**config.mk**
```make
export PLATFORM = sky130hd
export DESIGN_NAME = mem_ctrl
export DESIGN_NICKNAME = d
export VERILOG_FILES = /design/src/rtl/mem_ctrl_pkg.sv /design/src/rtl/mem_ctrl_rr_arbiter.sv /design/src/rtl/mem_ctrl.sv
export SDC_FILE = /design/constraint.sdc
export NUM_CORES = 1
export LEC_CHECK = 0
export CELL_PAD_IN_SITES_DETAIL_PLACEMENT = 2
export CELL_PAD_IN_SITES_GLOBAL_PLACEMENT = 2
export CORE_MARGIN = 1.5
export CORE_UTILIZATION = 35
export DETAILED_ROUTE_END_ITERATION = 10
export GPL_TIMING_DRIVEN = 0
export PLACE_DENSITY = 0.83
export SYNTH_ARGS = -nofsm -noshare
export SYNTH_HDL_FRONTEND = slang
export SYNTH_HIERARCHICAL = 1
export SYNTH_SLANG_ARGS = --single-unit
```
**constraint.sdc**
```tcl
create_clock -name clk_in -period 6.74 [get_ports clk_in]
set_input_delay 0.674 -clock clk_in [delete_from_list [all_inputs] [get_ports clk_in]]
set_output_delay 0.674 -clock clk_in [all_outputs]
set_load 0.005 [all_outputs]
```
**src/rtl/mem_ctrl_pkg.sv**
```systemverilog
// Shared encodings for the byte-serial memory controller and its arbiter.
package mem_ctrl_pkg;

  typedef enum logic [1:0] {
    ST_IDLE  = 2'd0,
    ST_READ  = 2'd1,
    ST_WRITE = 2'd2
  } state_e;

  typedef enum logic {
    GNT_ICACHE = 1'b0,
    GNT_LSB    = 1'b1
  } grant_e;

  localparam logic [1:0] SZ_BYTE    = 2'd0;
  localparam logic [1:0] SZ_HALF    = 2'd1;
  localparam logic [1:0] SZ_WORD    = 2'd2;
  localparam logic [1:0] IO_SEL_DEF = 2'b11;

  // Size code 3 is illegal and handled as a word.
  function automatic logic [2:0] len_of(input logic [1:0] size);
    case (size)
      SZ_BYTE: return 3'd1;
      SZ_HALF: return 3'd2;
      default: return 3'd4;
    endcase
  endfunction

endpackage

```
**src/rtl/mem_ctrl_rr_arbiter.sv**
```systemverilog
// Two-way round-robin grant between ICache and LSB; a tie goes to whoever was not served last.
module mem_rr_arbiter
  import mem_ctrl_pkg::*;
(
  input  logic   icache_req,
  input  logic   lsb_req,
  input  grant_e last_grant,
  output logic   gnt_valid,
  output grant_e gnt
);

  always_comb begin
    gnt_valid = icache_req | lsb_req;
    if (icache_req && lsb_req)
      gnt = (last_grant == GNT_LSB) ? GNT_ICACHE : GNT_LSB;
    else if (lsb_req)
      gnt = GNT_LSB;
    else
      gnt = GNT_ICACHE;
  end

endmodule

```
**src/rtl/mem_ctrl.sv**
```systemverilog
// Byte-serial RAM/IO controller: arbitrates ICache fetches and LSB loads/stores,
// sequences multi-byte transfers and returns one-cycle ready pulses.
module mem_ctrl
  import mem_ctrl_pkg::*;
#(
  parameter logic [1:0] IO_SEL = IO_SEL_DEF
) (
  input  logic        clk_in,
  input  logic        rst_n_in,
  input  logic        rdy_in,
  input  logic        icache_req,
  input  logic [31:0] icache_addr,
  output logic [31:0] icache_ins,
  output logic        icache_ready,
  input  logic        lsb_req,
  input  logic        lsb_we,
  input  logic [1:0]  lsb_size,
  input  logic [31:0] lsb_addr,
  input  logic [31:0] lsb_wdata,
  output logic [31:0] lsb_rdata,
  output logic        lsb_ready,
  input  logic [7:0]  mem_din,
  output logic [7:0]  mem_dout,
  output logic [31:0] mem_a,
  output logic        mem_wr,
  input  logic        io_buffer_full
);

  state_e      state_q, state_d;
  grant_e      last_grant_q, last_grant_d, src_q, src_d, gnt;
  logic        gnt_valid, accept, acc_we, acc_stall, io_stall;
  logic [31:0] acc_addr;
  logic [2:0]  acc_len;
  logic [1:0]  cap_idx;
  logic [2:0]  cnt_q, cnt_d, len_q, len_d;
  logic [31:0] addr_q, addr_d, wdata_q, wdata_d, rbuf_q, rbuf_d;
  logic [31:0] mem_a_q, mem_a_d, icache_ins_q, icache_ins_d, lsb_rdata_q, lsb_rdata_d;
  logic [7:0]  mem_dout_q, mem_dout_d;
  logic        mem_wr_q, mem_wr_d, icache_ready_q, icache_ready_d, lsb_ready_q, lsb_ready_d;

  mem_rr_arbiter u_arb (
    .icache_req (icache_req),
    .lsb_req    (lsb_req),
    .last_grant (last_grant_q),
    .gnt_valid  (gnt_valid),
    .gnt        (gnt)
  );

  // The dead cycle after each pulse keeps a still-high request from being served twice.
  always_comb begin
    accept    = (state_q == ST_IDLE) && rdy_in && !icache_ready_q && !lsb_ready_q && gnt_valid;
    acc_addr  = (gnt == GNT_LSB) ? lsb_addr : icache_addr;
    acc_len   = (gnt == GNT_LSB) ? len_of(lsb_size) : 3'd4;
    acc_we    = (gnt == GNT_LSB) && lsb_we;
    acc_stall = (lsb_addr[17:16] == IO_SEL) && io_buffer_full;
    io_stall  = (addr_q[17:16] == IO_SEL) && io_buffer_full;
    cap_idx   = cnt_q[1:0] - 2'd1;
  end

  always_ff @(posedge clk_in or negedge rst_n_in) begin
    if (!rst_n_in) begin
      state_q        <= ST_IDLE;
      last_grant_q   <= GNT_LSB;
      src_q          <= GNT_ICACHE;
      cnt_q          <= '0;
      len_q          <= '0;
      addr_q         <= '0;
      wdata_q        <= '0;
      rbuf_q         <= '0;
      mem_a_q        <= '0;
      mem_dout_q     <= '0;
      mem_wr_q       <= 1'b0;
      icache_ins_q   <= '0;
      icache_ready_q <= 1'b0;
      lsb_rdata_q    <= '0;
      lsb_ready_q    <= 1'b0;
    end else begin
      state_q        <= state_d;
      last_grant_q   <= last_grant_d;
      src_q          <= src_d;
      cnt_q          <= cnt_d;
      len_q          <= len_d;
      addr_q         <= addr_d;
      wdata_q        <= wdata_d;
      rbuf_q         <= rbuf_d;
      mem_a_q        <= mem_a_d;
      mem_dout_q     <= mem_dout_d;
      mem_wr_q       <= mem_wr_d;
      icache_ins_q   <= icache_ins_d;
      icache_ready_q <= icache_ready_d;
      lsb_rdata_q    <= lsb_rdata_d;
      lsb_ready_q    <= lsb_ready_d;
    end
  end

  always_comb begin
    state_d = state_q;
    if (rdy_in) begin
      case (state_q)
        ST_IDLE:  if (accept) state_d = acc_we ? ST_WRITE : ST_READ;
        ST_READ:  if (cnt_q == len_q + 3'd1) state_d = ST_IDLE;
        ST_WRITE: if (cnt_q == len_q) state_d = ST_IDLE;
        default:  state_d = ST_IDLE;
      endcase
    end
  end

  // While paused, mem_a keeps presenting the first uncaptured byte, so the sample
  // taken on the resume edge belongs to that byte and the stale one is dropped.
  always_comb begin
    last_grant_d   = last_grant_q;
    src_d          = src_q;
    cnt_d          = cnt_q;
    len_d          = len_q;
    addr_d         = addr_q;
    wdata_d        = wdata_q;
    rbuf_d         = rbuf_q;
    mem_a_d        = mem_a_q;
    mem_dout_d     = mem_dout_q;
    mem_wr_d       = 1'b0;
    icache_ins_d   = icache_ins_q;
    icache_ready_d = 1'b0;
    lsb_rdata_d    = lsb_rdata_q;
    lsb_ready_d    = 1'b0;
    if (rdy_in) begin
      case (state_q)
        ST_IDLE: if (accept) begin
          addr_d       = acc_addr;
          len_d        = acc_len;
          wdata_d      = lsb_wdata;
          src_d        = gnt;
          last_grant_d = gnt;
          rbuf_d       = '0;
          mem_a_d      = acc_addr;
          mem_dout_d   = lsb_wdata[7:0];
          if (acc_we && acc_stall) begin
            cnt_d = 3'd0;
          end else begin
            mem_wr_d = acc_we;
            cnt_d    = 3'd1;
          end
        end
        ST_READ: begin
          if (cnt_q == len_q + 3'd1) begin
            if (src_q == GNT_LSB) begin
              lsb_rdata_d = rbuf_q;
              lsb_ready_d = 1'b1;
            end else begin
              icache_ins_d   = rbuf_q;
              icache_ready_d = 1'b1;
            end
          end else begin
            rbuf_d[{cap_idx, 3'b000} +: 8] = mem_din;
            if (cnt_q < len_q) mem_a_d = addr_q + {29'd0, cnt_q};
            cnt_d = cnt_q + 3'd1;
          end
        end
        ST_WRITE: begin
          if (cnt_q == len_q) begin
            lsb_ready_d = 1'b1;
          end else if (!io_stall) begin
            mem_a_d    = addr_q + {29'd0, cnt_q};
            mem_dout_d = wdata_q[{cnt_q[1:0], 3'b000} +: 8];
            mem_wr_d   = 1'b1;
            cnt_d      = cnt_q + 3'd1;
          end
        end
        default: ;
      endcase
    end
  end

  assign icache_ins   = icache_ins_q;
  assign icache_ready = icache_ready_q;
  assign lsb_rdata    = lsb_rdata_q;
  assign lsb_ready    = lsb_ready_q;
  assign mem_dout     = mem_dout_q;
  assign mem_a        = mem_a_q;
  assign mem_wr       = mem_wr_q;

endmodule
```
==> metrics.md <==
| Metric | Value |
|---|---|
| Clk pwr share | 24.2% |
| Reg area | 0.00533 mm² |
| Area of the die | 0.0296 mm² |
| Crit path capture type | register |
| Total track usage | 26.2% |
| Final instance area | 0.0136 mm² |
| Slew HR | 34.4% |
| CTS Sinks | 213 |
| Total Neg Setup Slack | 0 ps |
| Sequential-to-total area share from yosys stat | 53.2% |
| Worst-skew pair later-pin latency | 530 ps |
| Starting Density | 35.8% |
| Area leader, netlist | dfrtp_1 |
| Top-count cell post-synth | dfrtp_1 |
| Flop pwr share | 35.2% |
| NetSw | 2.24 mW |
| Worst VDD drop | 0.000215 V |
| Post CTS Setup Buffer Count | 0 |
| Filler Cell Count | 2,844 |
| Hold Crit Class | input port to async pin |
| Largest net degree at the start of global routing | 99 |
| Unique masters post-synth | 61 |
| Hold-fix buffer count after cts | 0 |
| Switching part of the total power | 38.7% |
| GRT overflow | 0 |
| Crit path DAT | 4580 ps |
| Avg Inst Size Synth | 11.0 µm² |
| DP Area | 0.0127 mm² |
| Crit Path Max Fanout | 10 |
| Leak Pwr | 6.00 nW |
| Clock Skews | 17.3 ps |
| Root Buffer | clkbuf_16 |
| Post-DP HPWL | 26.8 mm |
| Logic pwr share | 40.7% |
| Fmax | 0.241 GHz |
| WL/cell | 24.6 µm |
| # setup viols final | 0 |
| YS warnings | 6 |
| Layout cells sized above 1 | 13.7% |
| Power Density | 427 mW/mm² |
| Depth of the CTS H-tree | 1 |
| Syn nets | 1,042 |
| Status | finished clean |
| Clock buffer depth | 3 |
| Max-Cap Viols | 0 |
| Most used DFF post-synth | dfrtp_1 |
| Async SR Flop Fraction | 100% |
| Routed vias | 8,381 |
| CORE AREA | 0.0280 mm² |
| Area of the multi-input gates | 0.00442 mm² |
| Final nets | 1,288 |
| Post-Route WL | 38.2 mm |
| Initial antenna violation count | 0 |
| WS Path Type | register to register |
| GPL Wtd Cong | 0.824 |
| Chip Width | 172 µm |
| Vias in the first global route | 9,366 |
| DR iter-0 viols | 375 |
| FF-to-FF path depth | 10 |
| Port-buffer cells | 218 |
| EDFF count, synth | 0 |
| Worst Path Required | 7180 ps |
| Vias per cell | 5.40 |
| Slew Limit Fails | 0 |
| Drt first pass iters | 4 |
| Leading cell types by count after synthesis | dfrtp_1, nand2_1, mux2_2, o21ai_0, mux2i_1 |
| Share of the synthesized area in the top cell type | 53.0% |
| P_int | 3.55 mW |
| Synth Instances | 913 |
| ANT nets after route | 0 |
| Diode count | 0 |
| Reg clk slew, reported paths | 70 ps |
| Hold Violations, Final | 0 |
| # IOs | 220 |
| Row count | 61 |
| Final min period | 4150 ps |
| Global-route wire length before repair | 58.1 mm |
| Post-CTS Resized | 0 |
| Area delta synth->final | 35.5% |
| # DRC | 0 |
| Synth area leaders | dfrtp_1, mux2_2, nand2_1 |
| Fin crit share | 61.5% |
| RSZ-0062 raised after global routing | no |
| CP startpoint kind | register |
| Synth Register Bits | 213 |
| Num CTS Buffers | 24 |
| Clock tree from TritonCTS | yes |
| Die extent in y | 172 µm |
| Slew @ Worst Pin | 984 ps |
| Cell area after synthesis | 0.0100 mm² |
-- layout by cell type (no fill, tap or decap), types with 5 or more instances in the layout --
master and instances:
nand2b_1 10, clkbuf_8 8, o211ai_1 10, mux2_1 6, o21ai_0 67, a21boi_0 5
nand4_1 13, nor4_1 5, ha_1 15, clkdlybuf4s50_1 217, a22o_1 9, buf_2 15
dfrtp_1 212, inv_1 14, nor3_1 6, xnor2_1 9, xor2_1 12, clkbuf_1 36
clkbuf_16 24, nor2_1 25, or4_1 14, a31o_2 7, nand2_1 170, nand3_1 26
mux4_2 8, o2bb2ai_1 20, a21oi_1 23, mux2_2 74, mux2i_1 42
-- routing by layer --
layer	part of all wire, %	track usage, %	routed length [µm]	vias to the layer above
li1	-	-	-	3731
met1	41	32.9	15700	4344
met2	51	46.8	19500	244
met3	4.8	3.55	1840	62
met4	2.9	7.83	1100	0
met5	0	0	0	-
-- area by class of cell --
cell class              instances  share of cell area, %
well taps                     378                   3.48
plain buffers                  52                   1.58
flip-flops and latches        213                   39.3
clock inverters                 7                  0.894
multi-input cells             633                   32.5
inverters                      15                  0.415
repair buffers                220                   16.5
clock buffers                  34                   5.29
-- per-stage QoR --
step                hold slack (ps)  power [mW]  worst slack (ps)  std cells  util (%)
CTS                            7.57        5.84              2620       1552      48.5
global route                   14.9        6.15              2230       1552      48.5
finish                         11.3        5.79              2590       1552      48.5
global placement                451        4.21             -4350       1509      45.2
floorplan                       378        3.26              4060        913         -
detailed placement              468        4.38              2640       1511      45.5
-- worst max-delay path, stage by stage (launching register included) --
cell and delay (ps):
dfrtp_1 710, clkbuf_1 800, inv_1 310, ha_1 430, nand3_1 160, a21bo_2 250, nand4_2 180, clkbuf_1 430
clkbuf_1 470, o21ai_0 190, o21ai_0 120
-- kinds of logic (layout without fill, tap and decap cells) --
kind of cell / Yosys count / in the layout / synth area share [%]
AOI/OAI and AO/OA: 168 / 168 / 10.9
xor gates and xnor gates: 22 / 22 / 2.06
adders and majority gates: 16 / 16 / 2.07
buffers and inverters: 67 / 328 / 2.70
DFF: 213 / 213 / 53.2
muxes: 130 / 130 / 15.0
and+or+nand+nor: 297 / 297 / 14.1
-- power groups by stage --
stage	clock network, mW	logic (mW)	registers (mW)
2_1_floorplan	0	1.32	1.94
3_3_place_gp	0	2.20	2.01
3_5_place_dp	0	2.33	2.05
4_1_cts	1.42	2.38	2.04
5_1_grt	1.47	2.59	2.09
6_report	1.40	2.35	2.04
-- sequential cells by signal, summed over array words and instances, names as in the netlist --
name,count
icache_ins,32
addr_q,32
last_grant_q,1
mem_wr,1
lsb_rdata,32
len_q,3
mem_a,32
cnt_q,3
mem_dout,8
wdata_q,32
state_q,2
icache_ready,1
lsb_ready,1
src_q,1
rbuf_q,32
-- path summary, 6_finish.rpt --
check | from | end | slack, ps
worst min register to register | wdata_q[20]$_DFFE_PN0P_ | wdata_q[20]$_DFFE_PN0P_ | 480
worst max register to register | cnt_q[0]$_DFFE_PN0P_ | mem_a[8]$_DFFE_PN0P_ | 2590
min in group clk_in | wdata_q[20]$_DFFE_PN0P_ | wdata_q[20]$_DFFE_PN0P_ | 480
worst min-delay path | rst_n_in | icache_ins[2]$_DFFE_PN0P_ | 10
worst max-delay path | cnt_q[0]$_DFFE_PN0P_ | mem_a[8]$_DFFE_PN0P_ | 2590
max in group asynchronous | rst_n_in | wdata_q[23]$_DFFE_PN0P_ | 5950
Power figures use the tool's default switching activity.
